<file path="src/rtl/uart_pkg.sv">
//==============================================================================
// Module      : uart_pkg
// Description : Shared FSM states and default timing constants for the UART
//               transmit feeder.
// Revision    : 1.0 - initial release
//==============================================================================
`default_nettype none

package uart_pkg;

  typedef enum logic [0:0] {
    ST_IDLE = 1'b0,
    ST_WAIT = 1'b1
  } feeder_state_e;

  localparam int CLKS_PER_BIT = 434;
  localparam int FRAME_BITS   = 11;

  // Round up to a power of two so the timeout has margin over one full frame.
  function automatic int pow2_ceil(input int n);
    return 1 << $clog2(n);
  endfunction

  localparam int DEFAULT_TIMEOUT = pow2_ceil(FRAME_BITS * CLKS_PER_BIT);
  localparam int DEFAULT_TO_W    = $clog2(DEFAULT_TIMEOUT) + 1;

endpackage

`default_nettype wire

</file>
<file path="src/rtl/uart_byte_fifo.sv">
//==============================================================================
// Module      : uart_byte_fifo
// Description : Synchronous first-word-fall-through byte FIFO with registered
//               occupancy count and full/empty flags.
// Revision    : 1.0 - initial release
//==============================================================================
`default_nettype none

module uart_byte_fifo #(
  parameter int DEPTH  = 16,
  parameter int ADDR_W = 4
) (
  input  logic              clk_i,
  input  logic              rst_i,
  input  logic              wr_en_i,
  input  logic [7:0]        din_i,
  input  logic              rd_en_i,
  output logic [7:0]        dout_o,
  output logic [ADDR_W:0]   count_o,
  output logic              full_o,
  output logic              empty_o
);

  localparam logic [ADDR_W:0] c_FULL_CNT = (ADDR_W + 1)'(DEPTH);

  logic [7:0]        mem_q [DEPTH];
  logic [ADDR_W-1:0] wr_ptr_q;
  logic [ADDR_W-1:0] rd_ptr_q;
  logic [ADDR_W:0]   count_q;
  logic              wr_ok;
  logic              rd_ok;

  assign full_o  = (count_q == c_FULL_CNT);
  assign empty_o = (count_q == '0);
  assign count_o = count_q;
  assign dout_o  = mem_q[rd_ptr_q];

  // A full FIFO drops the write even when a pop happens on the same edge.
  assign wr_ok = wr_en_i & ~full_o;
  assign rd_ok = rd_en_i & ~empty_o;

  always_ff @(posedge clk_i) begin
    if (wr_ok) begin
      mem_q[wr_ptr_q] <= din_i;
    end
  end

  always_ff @(posedge clk_i) begin
    if (rst_i) begin
      wr_ptr_q <= '0;
      rd_ptr_q <= '0;
      count_q  <= '0;
    end else begin
      if (wr_ok) wr_ptr_q <= wr_ptr_q + ADDR_W'(1);
      if (rd_ok) rd_ptr_q <= rd_ptr_q + ADDR_W'(1);
      case ({wr_ok, rd_ok})
        2'b10:   count_q <= count_q + (ADDR_W + 1)'(1);
        2'b01:   count_q <= count_q - (ADDR_W + 1)'(1);
        default: count_q <= count_q;
      endcase
    end
  end

endmodule

`default_nettype wire

</file>
<file path="src/rtl/uart_tx_feeder.sv">
//==============================================================================
// Module      : uart_tx_feeder
// Description : Buffers bytes and launches them one at a time into a UART
//               transmitter, pacing on its done pulse with a timeout escape.
// Revision    : 1.0 - initial release
//==============================================================================
`default_nettype none

module uart_tx_feeder
  import uart_pkg::*;
#(
  parameter int DEPTH   = 16,
  parameter int ADDR_W  = 4,
  parameter int TIMEOUT = DEFAULT_TIMEOUT,
  parameter int TO_W    = DEFAULT_TO_W
) (
  input  logic              i_Clock,
  input  logic              i_Reset,
  input  logic              i_Wr_DV,
  input  logic [7:0]        i_Wr_Byte,
  output logic              o_Full,
  output logic              o_Empty,
  output logic [ADDR_W:0]   o_Count,
  output logic              o_Overflow,
  output logic              o_Tx_DV,
  output logic [7:0]        o_Tx_Byte,
  input  logic              i_Tx_Done,
  output logic              o_Busy,
  output logic              o_Timeout
);

  localparam logic [TO_W-1:0] c_TO_LAST = TO_W'(TIMEOUT - 1);

  feeder_state_e   state_q, state_d;
  logic [TO_W-1:0] to_cnt_q, to_cnt_d;
  logic            tx_dv_q, tx_dv_d;
  logic [7:0]      tx_byte_q, tx_byte_d;
  logic            timeout_q, timeout_d;
  logic            overflow_q;
  logic            fifo_pop;
  logic [7:0]      fifo_dout;
  logic            fifo_full;
  logic            fifo_empty;

  uart_byte_fifo #(
    .DEPTH  (DEPTH),
    .ADDR_W (ADDR_W)
  ) u_fifo (
    .clk_i   (i_Clock),
    .rst_i   (i_Reset),
    .wr_en_i (i_Wr_DV),
    .din_i   (i_Wr_Byte),
    .rd_en_i (fifo_pop),
    .dout_o  (fifo_dout),
    .count_o (o_Count),
    .full_o  (fifo_full),
    .empty_o (fifo_empty)
  );

  always_ff @(posedge i_Clock) begin
    if (i_Reset) begin
      state_q    <= ST_IDLE;
      to_cnt_q   <= '0;
      tx_dv_q    <= 1'b0;
      tx_byte_q  <= 8'h00;
      timeout_q  <= 1'b0;
      overflow_q <= 1'b0;
    end else begin
      state_q    <= state_d;
      to_cnt_q   <= to_cnt_d;
      tx_dv_q    <= tx_dv_d;
      tx_byte_q  <= tx_byte_d;
      timeout_q  <= timeout_d;
      overflow_q <= overflow_q | (i_Wr_DV & fifo_full);
    end
  end

  always_comb begin
    state_d   = state_q;
    to_cnt_d  = to_cnt_q;
    tx_dv_d   = 1'b0;
    tx_byte_d = tx_byte_q;
    timeout_d = 1'b0;
    fifo_pop  = 1'b0;
    case (state_q)
      ST_IDLE: begin
        if (!fifo_empty) begin
          fifo_pop  = 1'b1;
          tx_byte_d = fifo_dout;
          tx_dv_d   = 1'b1;
          to_cnt_d  = '0;
          state_d   = ST_WAIT;
        end
      end
      ST_WAIT: begin
        // Done wins over timeout when both land on the same edge.
        if (i_Tx_Done) begin
          state_d = ST_IDLE;
        end else if (to_cnt_q == c_TO_LAST) begin
          state_d   = ST_IDLE;
          timeout_d = 1'b1;
        end else begin
          to_cnt_d = to_cnt_q + TO_W'(1);
        end
      end
      default: state_d = ST_IDLE;
    endcase
  end

  assign o_Full     = fifo_full;
  assign o_Empty    = fifo_empty;
  assign o_Overflow = overflow_q;
  assign o_Tx_DV    = tx_dv_q;
  assign o_Tx_Byte  = tx_byte_q;
  assign o_Busy     = (state_q == ST_WAIT);
  assign o_Timeout  = timeout_q;

endmodule

`default_nettype wire
</file>
<file path="config.mk">
export PLATFORM = sky130hd
export DESIGN_NAME = uart_tx_feeder
export DESIGN_NICKNAME = d
export VERILOG_FILES = /design/src/rtl/uart_pkg.sv /design/src/rtl/uart_byte_fifo.sv /design/src/rtl/uart_tx_feeder.sv
export SDC_FILE = /design/constraint.sdc
export NUM_CORES = 1
export LEC_CHECK = 0
export BUFFER_PORTS_ARGS = -buffer_cell sky130_fd_sc_hd__buf_2
export CELL_PAD_IN_SITES_DETAIL_PLACEMENT = 0
export CELL_PAD_IN_SITES_GLOBAL_PLACEMENT = 1
export CORE_UTILIZATION = 52
export CTS_CLUSTER_DIAMETER = 120
export DETAILED_ROUTE_END_ITERATION = 8
export PLACE_DENSITY = 0.78
export SKIP_LAST_GASP = 1
export SYNTH_ARGS = -nofsm -noshare
export SYNTH_HDL_FRONTEND = slang
export SYNTH_SLANG_ARGS = --single-unit
export TNS_END_PERCENT = 1
</file>
<file path="constraint.sdc">
create_clock -name i_Clock -period 4.2 [get_ports i_Clock]
set_input_delay 0 -clock i_Clock [delete_from_list [all_inputs] [get_ports i_Clock]]
set_output_delay 0 -clock i_Clock [all_outputs]
set_load 0.01 [all_outputs]
</file>
==> flow_summary.json <==
{
  "clock_path_buffers": 2,
  "critPathMaxFanout": 10,
  "critPathCapture": "u_fifo.count_o[2]",
  "cp-end-kind": "flop",
  "synth_warnings": 0,
  "async_flop_share_pct": 0,
  "drc": 0,
  "synth.distinct_cells": 58,
  "grt_use_met3_pct": 5.07,
  "vias": 3988,
  "cts_hold_buf": 10,
  "cts_buffers": 17,
  "grt.met1_usage_pct": 28.5,
  "finalWirelength_mm": 13.7,
  "r2r-start": "u_fifo.count_o[1]",
  "ys_seq_area_share_pct": 65.5,
  "io_pins": 31,
  "top_usage_layer": "met2",
  "overflow": 0,
  "post_cts_buffers": 0,
  "synth_edf_count": 128,
  "start_kind": "flop",
  "clk-insertion-delay-late_ns": 0.42,
  "clock-sinks": 167,
  "final_common_cell": "edfxtp_1",
  "fp.dieW_um": 119,
  "drtPass1Iterations": 7,
  "path_clk_slew_ns": 0.06,
  "vias_per_cell": 5.91,
  "netlist_area_um2": 7060,
  "ys_seq_elements": 167,
  "synth_nets": 473,
  "dpl.hpwl_mm": 8.56,
  "grt_pass1_vias": 4017,
  "cts_tree": "built",
  "synth_cells": 451,
  "grt_max_degree": 52,
  "fin_nets": 508,
  "core_area_um2": 13200,
  "crit_chain": "or4_1 > o21ai_4 > inv_1 > ha_1 > xor2_1 > ha_1 > a21oi_1 > xnor2_1 > or3_1 > a21oi_1",
  "slew_violations": 0,
  "dpl_worst_slack_ns": 1.37,
  "finalHoldViolations": 0,
  "postRouteAntennaNets": 0,
  "place_area_um2": 7340,
  "grt_pass1_wl_mm": 21.9,
  "maxCapViolations": 0,
  "num_antenna_cells": 0,
  "cp.arrival_ns": 3.21,
  "p_total_w": 0.00473,
  "num-fill-cells": 1013,
  "drive_gt1_share_pct": 23.6,
  "worst_r2r_path_depth": 10,
  "root_buffer": "clkbuf_16",
  "areaGrowthSynthToFinish_pct": 13.7,
  "status": "completed",
  "period_minus_slack_ns": 2.87,
  "final_min_period_over_clock_period_pct": 68.2,
  "cpMaxStageDelayCell": "or4_1",
  "io_buffers": 30,
  "final_area_um2": 8030,
  "die_h_um": 119,
  "reg2reg_to": "u_fifo.count_o[2]",
  "layout_common_cells": "edfxtp_1, dfxtp_1, nor2_1, mux4_2, buf_2",
  "use_met2_pct": 34.4,
  "routedWlPerCell_um": 20.3,
  "rsz0062_at_grt": "false",
  "cts.repair.resized": 0,
  "avgSynthCellArea_um2": 15.7,
  "cp.required_ns": 4.54,
  "p_leak_nw": 2.64,
  "path_buf_inv": 1,
  "max_slew_margin_pct": 22.3,
  "p_per_area_nw_per_um2": 589,
  "setup_viol": 0,
  "worstMarginPinSlew_ns": 1.16,
  "holdWs_ns": 0.192,
  "start_util_pct": 53.3,
  "crit_family": "simple AND/OR/NAND/NOR gates",
  "first_iter_violations": 315,
  "cp.depth": 10,
  "max_freq_ghz": 0.349,
  "place_congestion": 0.814,
  "htree_levels": 4,
  "grt_usage_pct": 21.2,
  "r2r_setup_slack_ns": 1.33,
  "peakVddDrop_v": 0.000309,
  "rows": 42,
  "path_class": "reg -> reg",
  "setup_slack_ns": 1.33,
  "dieArea_um2": 14000,
  "antenna_found_initial": 0,
  "hp-class": "in -> reg",
  "critPathMaxStageDelay_ns": 0.70,
  "startpoint": "u_fifo.count_o[1]",
  "ys.flop_type": "edfxtp_1",
  "clock_skew_ns": 0.0114,
  "finalSetupTns_ns": 0
}
synthesized netlist by cell type, types with 8 or more instances:
cell	n	share of area [%]
edfxtp_1	128	54
dfxtp_1	39	11
mux4_2	32	10
nor2_1	32	1.7
mux2i_1	20	2.8
nand2_1	17	0.90
clkbuf_1	15	0.80
a21oi_1	13	0.92
inv_1	12	0.64
buf_2	10	0.71
ha_1	10	1.8
nand3_1	10	0.71
nor3_1	9	0.64
nand3b_1	8	0.85
o221ai_2	8	1.7
worst reg2reg max path, delay by kind of cell, from the launching register on:
family / cells / cell delay, ns
xor gates and xnor gates: 2 / 0.28
DFF: 1 / 0.40
adders and majority gates: 2 / 0.55
AOI/OAI and AO/OA: 3 / 0.48
buffers and inverters: 1 / 0.08
and+or+nand+nor: 2 / 1.00
registers in the layout (all words and copies together) (netlist names):
| name | flops |
|---|---|
| o_Busy | 1 |
| o_Overflow | 1 |
| o_Tx_Byte | 8 |
| u_fifo.count_o | 5 |
| u_fifo.rd_ptr_q | 4 |
| o_Tx_DV | 1 |
| to_cnt_q | 14 |
| u_fifo.wr_ptr_q | 4 |
| o_Timeout | 1 |
| u_fifo.mem_q | 128 |
per-stage QoR:
stage | std cells | util [%]
floorplan | 451 | -
finish | 675 | 60.6
global placement | 633 | 55.4
CTS | 675 | 60.6
detailed placement | 633 | 55.4
global route | 675 | 60.6
worst min path at each step:
stage	from	endpoint	slack, ns	depth (start not counted)
after global placement	i_Wr_DV	o_Overflow	0.29	3
after CTS	i_Reset	u_fifo.count_o[0]	0.19	2
after floorplan	i_Wr_Byte[0]	u_fifo.mem_q[0][0]	0.1	0
after detailed placement	i_Wr_DV	o_Overflow	0.31	3
final	i_Reset	o_Overflow	0.19	2
after global routing	i_Reset	u_fifo.rd_ptr_q[3]	0.23	2
cell type report:
| type | instances | area, um2 | area share, % |
|---|---|---|---|
| Sequential cell | 167 | 4630 | 57.6 |
| Multi-Input combinational cell | 241 | 2240 | 28.0 |
| Clock buffer | 17 | 425 | 5.30 |
| Timing Repair Buffer | 47 | 303 | 3.77 |
| Tap cell | 176 | 220 | 2.74 |
| Clock inverter | 15 | 164 | 2.04 |
| Inverter | 12 | 45.0 | 0.561 |
report_power, final:
part           switching [W]  internal, W
Combinational       0.000625     0.000520
Clock               0.000684     0.000843
Sequential          0.000166      0.00189
routing by layer:
layer | vias up | part of all wire (%)
met5 | - | 0
met1 | 2025 | 44
li1 | 1858 | -
met2 | 94 | 50
met3 | 11 | 4.8
met4 | 0 | 0.93
cells by family after synthesis:
logic type | count (synthesis) | share of synthesized area, %
adders and majority gates | 10 | 1.77
xor gates and xnor gates | 9 | 1.12
muxes | 52 | 13.0
buffers and inverters | 43 | 2.84
AOI/OAI and AO/OA | 57 | 7.18
and+or+nand+nor | 113 | 8.54
DFF | 167 | 65.5
Note: power is estimated with default switching activity, not from simulation.
